$ cat src/rtl/check_move_pkg.sv
// Shared types and helpers for the single-move checker.
//   state_e  : round FSM encoding (IDLE, WAIT)
//   result_e : 2-bit outcome register, decoded to correct/wrong/timeout flags
//   is_one_hot : true when exactly one bit of a (zero-extended) vector is set
package check_move_pkg;

   typedef enum logic {
      IDLE,
      WAIT
   } state_e;

   typedef enum logic [1:0] {
      RES_NONE    = 2'd0,
      RES_CORRECT = 2'd1,
      RES_WRONG   = 2'd2,
      RES_TIMEOUT = 2'd3
   } result_e;

   // Callers zero-extend their vector to 64 bits; targets wider than that are not supported.
   function automatic logic is_one_hot(input logic [63:0] v);
      return (v != 64'd0) && ((v & (v - 64'd1)) == 64'd0);
   endfunction

endpackage

$ cat src/rtl/check_move_gen_if.sv
// Round handshake between the move generator / round FSM (master) and the checker (slave).
//   start, move, window : round arming request
//   ready               : checker idle, start will be accepted
//   done                : one-cycle outcome strobe
//   correct/wrong/timeout : outcome flags, held until the next accepted start
interface check_move_gen_if #(
   parameter int unsigned N_SW  = 8,
   parameter int unsigned N_BTN = 5,
   parameter int unsigned TW    = 29
);
   logic                    start;
   logic [N_SW+N_BTN-1:0]   move;
   logic [TW-1:0]           window;
   logic                    ready;
   logic                    done;
   logic                    correct;
   logic                    wrong;
   logic                    timeout;

   modport master (
      output start, move, window,
      input  ready, done, correct, wrong, timeout
   );

   modport slave (
      input  start, move, window,
      output ready, done, correct, wrong, timeout
   );
endinterface

$ cat src/rtl/move_event_det.sv
// Input event detector over a W-bit pin vector.
//   clk, rst : clock, synchronous active-high reset
//   din      : raw pin vector
//   upd      : load the previous-value register from the current sample
//   ev       : per-bit event; rising edge where RISE_MASK=1, any toggle where RISE_MASK=0
// Build option CHECK_MOVE_GEN_SYNC_EN inserts a 2-flop synchronizer ahead of the edge logic.
module move_event_det #(
   parameter int unsigned     W         = 13,
   parameter logic [W-1:0]    RISE_MASK = '0
) (
   input  logic         clk,
   input  logic         rst,
   input  logic [W-1:0] din,
   input  logic         upd,
   output logic [W-1:0] ev
);

   logic [W-1:0] cur;
   logic [W-1:0] prev_q;

`ifdef CHECK_MOVE_GEN_SYNC_EN
   logic [W-1:0] sync1_q;
   logic [W-1:0] sync2_q;

   always_ff @(posedge clk) begin
      if (rst) begin
         sync1_q <= '0;
         sync2_q <= '0;
      end else begin
         sync1_q <= din;
         sync2_q <= sync1_q;
      end
   end

   assign cur = sync2_q;
`else
   assign cur = din;
`endif

   always_ff @(posedge clk) begin
      if (rst) begin
         prev_q <= '0;
      end else if (upd) begin
         prev_q <= cur;
      end
   end

   assign ev = ((cur & ~prev_q) & RISE_MASK) | ((cur ^ prev_q) & ~RISE_MASK);

endmodule

$ cat src/rtl/check_move_gen.sv
// Single-move checker: arms one one-hot target per round and reports correct, wrong or timeout.
//   clk, rst : clock, synchronous active-high reset
//   bus      : check_move_gen_if slave (start/move/window in; ready/done/flags out)
//   sw, btn  : board switches (toggle events) and buttons (rising-edge events)
// Build option CHECK_MOVE_GEN_SYNC_EN: synchronize sw/btn before edge detection.
module check_move_gen
   import check_move_pkg::*;
#(
   parameter int unsigned N_SW  = 8,
   parameter int unsigned N_BTN = 5,
   parameter int unsigned TW    = 29
) (
   input  logic              clk,
   input  logic              rst,
   check_move_gen_if.slave   bus,
   input  logic [N_SW-1:0]   sw,
   input  logic [N_BTN-1:0]  btn
);

   localparam int unsigned NW = N_SW + N_BTN;
   // Buttons count on press only; switches count on either direction.
   localparam logic [NW-1:0] RISE_MASK = {{N_SW{1'b0}}, {N_BTN{1'b1}}};

   state_e          state_q, state_d;
   result_e         res_q, res_d;
   logic [NW-1:0]   move_q, move_d;
   logic [TW-1:0]   cnt_q, cnt_d;
   logic            done_q, done_d;
   logic            upd;
   logic [NW-1:0]   ev;

   move_event_det #(
      .W         (NW),
      .RISE_MASK (RISE_MASK)
   ) u_det (
      .clk (clk),
      .rst (rst),
      .din ({sw, btn}),
      .upd (upd),
      .ev  (ev)
   );

   always_comb begin
      state_d = state_q;
      res_d   = res_q;
      move_d  = move_q;
      cnt_d   = cnt_q;
      done_d  = 1'b0;
      upd     = 1'b0;
      unique case (state_q)
         IDLE: begin
            if (bus.start) begin
               move_d  = bus.move;
               cnt_d   = (bus.window == '0) ? TW'(1) : bus.window;
               res_d   = RES_NONE;
               upd     = 1'b1; // snapshot so held buttons / preset switches don't count
               state_d = WAIT;
            end
         end
         WAIT: begin
            upd = 1'b1;
            if (!is_one_hot(64'(move_q))) begin
               res_d = RES_WRONG;
            end else if ((ev & move_q) != '0) begin
               res_d = RES_CORRECT;
            end else if ((ev & ~move_q) != '0) begin
               res_d = RES_WRONG;
            end else if (cnt_q == TW'(1)) begin
               res_d = RES_TIMEOUT;
            end else begin
               cnt_d = cnt_q - TW'(1);
            end
            if (res_d != RES_NONE) begin
               done_d  = 1'b1;
               state_d = IDLE;
            end
         end
         default: state_d = IDLE;
      endcase
   end

   always_ff @(posedge clk) begin
      if (rst) begin
         state_q <= IDLE;
         res_q   <= RES_NONE;
         move_q  <= '0;
         cnt_q   <= '0;
         done_q  <= 1'b0;
      end else begin
         state_q <= state_d;
         res_q   <= res_d;
         move_q  <= move_d;
         cnt_q   <= cnt_d;
         done_q  <= done_d;
      end
   end

   assign bus.ready   = (state_q == IDLE);
   assign bus.done    = done_q;
   assign bus.correct = (res_q == RES_CORRECT);
   assign bus.wrong   = (res_q == RES_WRONG);
   assign bus.timeout = (res_q == RES_TIMEOUT);

endmodule

$ cat src/flat_wrapper.sv
// flat-port wrapper written by rule: the top's interface ports become plain ports
module check_move_gen_flat import check_move_pkg::*;
#(
   parameter int unsigned N_SW  = 8,
   parameter int unsigned N_BTN = 5,
   parameter int unsigned TW    = 29
)
  (clk, rst, sw, btn, bus_start, bus_move, bus_window, bus_ready, bus_done, bus_correct, bus_wrong, bus_timeout);
  check_move_gen_if #(.N_SW(N_SW), .N_BTN(N_BTN), .TW(TW)) bus_i ();
  input  logic clk;
  input  logic rst;
  input  logic [N_SW-1:0] sw;
  input  logic [N_BTN-1:0] btn;
  input wire logic [$bits(bus_i.start)-1:0] bus_start;
  input wire logic [$bits(bus_i.move)-1:0] bus_move;
  input wire logic [$bits(bus_i.window)-1:0] bus_window;
  output wire logic [$bits(bus_i.ready)-1:0] bus_ready;
  output wire logic [$bits(bus_i.done)-1:0] bus_done;
  output wire logic [$bits(bus_i.correct)-1:0] bus_correct;
  output wire logic [$bits(bus_i.wrong)-1:0] bus_wrong;
  output wire logic [$bits(bus_i.timeout)-1:0] bus_timeout;
  assign bus_i.start = bus_start;
  assign bus_i.move = bus_move;
  assign bus_i.window = bus_window;
  assign bus_ready = bus_i.ready;
  assign bus_done = bus_i.done;
  assign bus_correct = bus_i.correct;
  assign bus_wrong = bus_i.wrong;
  assign bus_timeout = bus_i.timeout;
  check_move_gen #(.N_SW(N_SW), .N_BTN(N_BTN), .TW(TW)) u_core (.clk(clk), .rst(rst), .bus(bus_i), .sw(sw), .btn(btn));
endmodule
$ cat config.mk
export PLATFORM = sky130hd
export DESIGN_NAME = check_move_gen_flat
export DESIGN_NICKNAME = d
export VERILOG_FILES = /design/src/rtl/check_move_pkg.sv /design/src/rtl/check_move_gen_if.sv /design/src/rtl/move_event_det.sv /design/src/rtl/check_move_gen.sv /design/src/flat_wrapper.sv
export SDC_FILE = /design/constraint.sdc
export NUM_CORES = 1
export LEC_CHECK = 0
export CAP_MARGIN = 20
export CORE_MARGIN = 3
export CORE_UTILIZATION = 53
export DETAILED_ROUTE_END_ITERATION = 10
export PLACE_DENSITY_LB_ADDON = 0.25
export SLEW_MARGIN = 10
export SYNTH_ARGS = -nofsm -noshare
export SYNTH_HDL_FRONTEND = slang
export SYNTH_SLANG_ARGS = --single-unit
export TNS_END_PERCENT = 50
$ cat constraint.sdc
create_clock -name clk -period 3.25 [get_ports clk]
set_input_delay 0.8125 -clock clk [delete_from_list [all_inputs] [get_ports clk]]
set_output_delay 0.8125 -clock clk [all_outputs]
set_load 0.005 [all_outputs]
==> impl_summary.log <==
INFO  metric synth_adder_area_share = 1.01%
INFO  metric synth_sequential_area_ratio = 33.9%
INFO  metric globalRouteOverflowTotal = 0
INFO  metric critical_path.n_buffers_inverters = 2
INFO  metric final_nets = 573
INFO  metric period_minus_slack = 2.93 ns
INFO  metric grt_pass1_vias = 3349
INFO  metric synth-async-reset-ratio = 0%
INFO  metric number_of_vias_per_cell = 6.22
INFO  metric die_w = 87.1 um
INFO  metric post_cts_buffers = 0
INFO  metric cellPowerDensity = 448 nW/um^2
INFO  metric cts.repair.resized = 0
INFO  metric min_path_type = reg2reg
INFO  metric postCtsHoldBufs = 0
INFO  metric cts.path.max_buffers = 2
INFO  metric synth.area.mux_share = between 1 and 1.5%
INFO  metric worst-endpoint-required = between 3 and 4 ns
INFO  metric timing.setup.critical_path_class = in2reg
INFO  metric timing.clock.skew = around 0.0063 ns
INFO  metric cts_htree_levels = 3
INFO  metric worst_path_max_delay_cell = clkdlybuf4s50_1
INFO  metric syn_nets = around 520
INFO  metric io_pins = 63
INFO  metric maxSlewHeadroom = 44.0%
INFO  metric layout_worst_path_cycle_share = 90.2%
INFO  metric grt_pass1_wl = between 15000 and 20000 um
INFO  metric avgSynthCellArea = 7.66 um^2
INFO  metric finalSetupTns = 0 ns
INFO  metric setup_slack_placement = -0.0179 ns
INFO  metric timing.max_cap.violations = 0
INFO  metric worstSetupEndpointType = flip-flop
INFO  metric post_synth_cell_types = 67
INFO  metric critical_path.cell_chain = clkdlybuf4s50_1, nor2b_1, a222oi_1, and3_1, nand4_1, o31ai_4, buf_12, and2_1, a32o_1
INFO  metric grtUsageTotal = 26.9%
INFO  metric synth_largest_area_cell = dfxtp_1
INFO  metric synth_area = about 3500 um^2
INFO  metric port-buffer-count = 62
INFO  metric post_synthesis_compound_gate_area_fraction = 25.8%
INFO  metric floorplan.rows = 28
INFO  metric initial_core_utilization = a little under three fifths
INFO  metric setup_slack = 0.318 ns
INFO  metric critical_path.top_delay_family = simple AND/OR/NAND/NOR gates
INFO  metric hold_ws = 0.455 ns
INFO  metric final_cell_mix = 85 x nand2_1, 62 x clkdlybuf4s50_1, 59 x dfxtp_1
INFO  metric clkTransAtPathRegs = roughly 0.07 ns
INFO  metric detail_route.drc_violations = 0
INFO  metric dr.first_iter.drc_count = 310
INFO  metric synthDominantCellAreaShare = 33.9%
INFO  metric power.leakage = around 1.7 nW
INFO  metric synth-simple-area-share = a little under 30%
INFO  metric design.die.area = between 7000 and 8000 um^2
INFO  metric cts_root_buf = clkbuf_8
INFO  metric synth_flop_cell = dfxtp_1
INFO  metric gp_congestion = roughly 0.9
INFO  metric startpoint_class = primary input
INFO  metric detailedPlacementHpwl = a little under 7000 um
INFO  metric die_h = 87.1 um
INFO  metric cp_slowest_stage_delay = roughly 0.41 ns
INFO  metric final_max_slew_viol_count = 0
INFO  metric post_synth_xor_area_fraction = 3.27%
INFO  metric n_antenna_cell = 0
INFO  metric drt_pass1_iterations = 7
INFO  metric syn_inst = 455
INFO  metric cts_num_sinks = 59
INFO  metric worstPathMaxFanout = 22
INFO  metric routed_wirelength = 9690 um
INFO  metric synth_enable_flop_cells = 0
INFO  metric fp.coreArea = between 6000 and 7000 um^2
INFO  metric grt_max_degree = 39
INFO  metric setup_viol = 0
INFO  metric clock_insertion_delay_worst_skew = 0.35 ns
INFO  metric final_antenna_net_count = 0
INFO  metric worstPathArrival = roughly 3.2 ns
INFO  metric final_common_cell = nand2_1
INFO  metric synth.area.top_cells = dfxtp_1 34%, nand2_1 9.2%, a21oi_1 6.2%
INFO  metric yosysWarningCount = 0
INFO  metric tritoncts = done
INFO  metric cts_buffers = 9
INFO  metric area.growth.synth_to_final = 26.1%
INFO  metric fmaxAchievable = 0.341 GHz
INFO  metric tightest_slew = 0.837 ns
INFO  metric grt_antenna_before_repair = 0
INFO  metric synth_seq_cells = 59
INFO  metric synth_top_family_by_area = simple AND/OR/NAND/NOR gates
INFO  metric setup_repair_after_global_routing_missed_its_margin = false
INFO  metric report.final.hold_viol_count = 0
INFO  metric route.vias.total = 3690
INFO  metric status = finished, final reports clean
INFO  metric irDropWorstVdd = 0.310 mV
INFO  metric final_layout_size_suffix_gt1_share = 7.53%
INFO  metric wire_per_inst = 16.3 um
[synthesized netlist by cell type (all sizes together), types with 2 or more instances]
master,number
dfxtp,59
nor2b,8
o41ai,2
a31oi,2
xor2,10
nor2,33
buf,6
and3,4
a222oi,3
nand2,85
and2,4
a221oi,3
a21oi,43
nor4,14
a22oi,9
o21ai,10
nand2b,4
o211a,2
a2111oi,2
a21o,3
a311oi,3
nor3,15
o2bb2ai,2
inv,16
o31ai,5
nand4,6
a211oi,10
xnor2,3
mux2i,4
nor3b,3
or4,2
ha,2
nand3b,5
o211ai,3
a32o,9
a22o,2
or3,6
clkbuf,20
or2,4
a211o,3
nand3,13
[sequential cells by signal (all words and copies together), names as in the netlist]
name and count:
u_core.cnt_q 29, u_core.move_q 13, u_core.u_det.prev_q 13, u_core.res_q 2, u_core.bus.done 1, u_core.state_q 1
[area by class of cell]
class                   instances  area (um^2)
multi-input cells             354         2130
repair buffers                 73          728
flip-flops and latches         59         1180
inverters                      16         60.1
clock inverters                 7         77.6
well taps                      75         93.8
fillers                       500         1740
clock buffers                   9          124
[through the flow]
step	util, %	power, W	area, um^2	std cells
after floorplan	-	0.00112	3480	455
after global placement	68.4	0.00127	4190	577
after detailed placement	68.4	0.00129	4190	577
after CTS	71.7	0.00197	4390	593
after global routing	71.7	0.00206	4390	593
final	71.7	0.00197	4390	593
[where the power goes]
part           internal, W  total, W  switching, W
Combinational     0.000212  0.000456      0.000243
Sequential        0.000771  0.000826     0.0000549
Clock             0.000357  0.000686      0.000330
Total              0.00134   0.00197      0.000628
[kinds of logic after synthesis]
logic type,count (synthesis)
buf+inv,42
flops,59
xor+xnor,13
mux,5
compound gates,124
fa+ha+maj,3
simple gates,209
[worst paths after layout]
check	from	endpoint	slack (ns)	cells past startpoint
max	btn[0]	u_core.cnt_q[11]$_SDFFE_PP0P_	0.32	9
min	u_core.u_det.prev_q[2]$_SDFFE_PP0P_	u_core.u_det.prev_q[2]$_SDFFE_PP0P_	0.46	2
max reg2reg	u_core.move_q[0]$_SDFFE_PP0P_	u_core.cnt_q[11]$_SDFFE_PP0P_	0.58	8
min reg2reg	u_core.u_det.prev_q[2]$_SDFFE_PP0P_	u_core.u_det.prev_q[2]$_SDFFE_PP0P_	0.46	2
[metal layers]
metal | track usage [%] | vias up | wire length [um]
met1 | 36.4 | 1728 | 4330
met4 | 10.2 | 0 | 171
met5 | 0 | - | 0
met3 | 5.96 | 15 | 782
met2 | 41.7 | 164 | 4400
li1 | - | 1783 | -
[worst reg2reg max path, delay by kind of cell (launching register included)]
kind / cells / cell delay, ns
buf+inv: 1 / 0.20
simple gates: 4 / 1.31
compound gates: 3 / 0.72
flops: 1 / 0.38
Note: power is estimated with default switching activity, not from simulation.
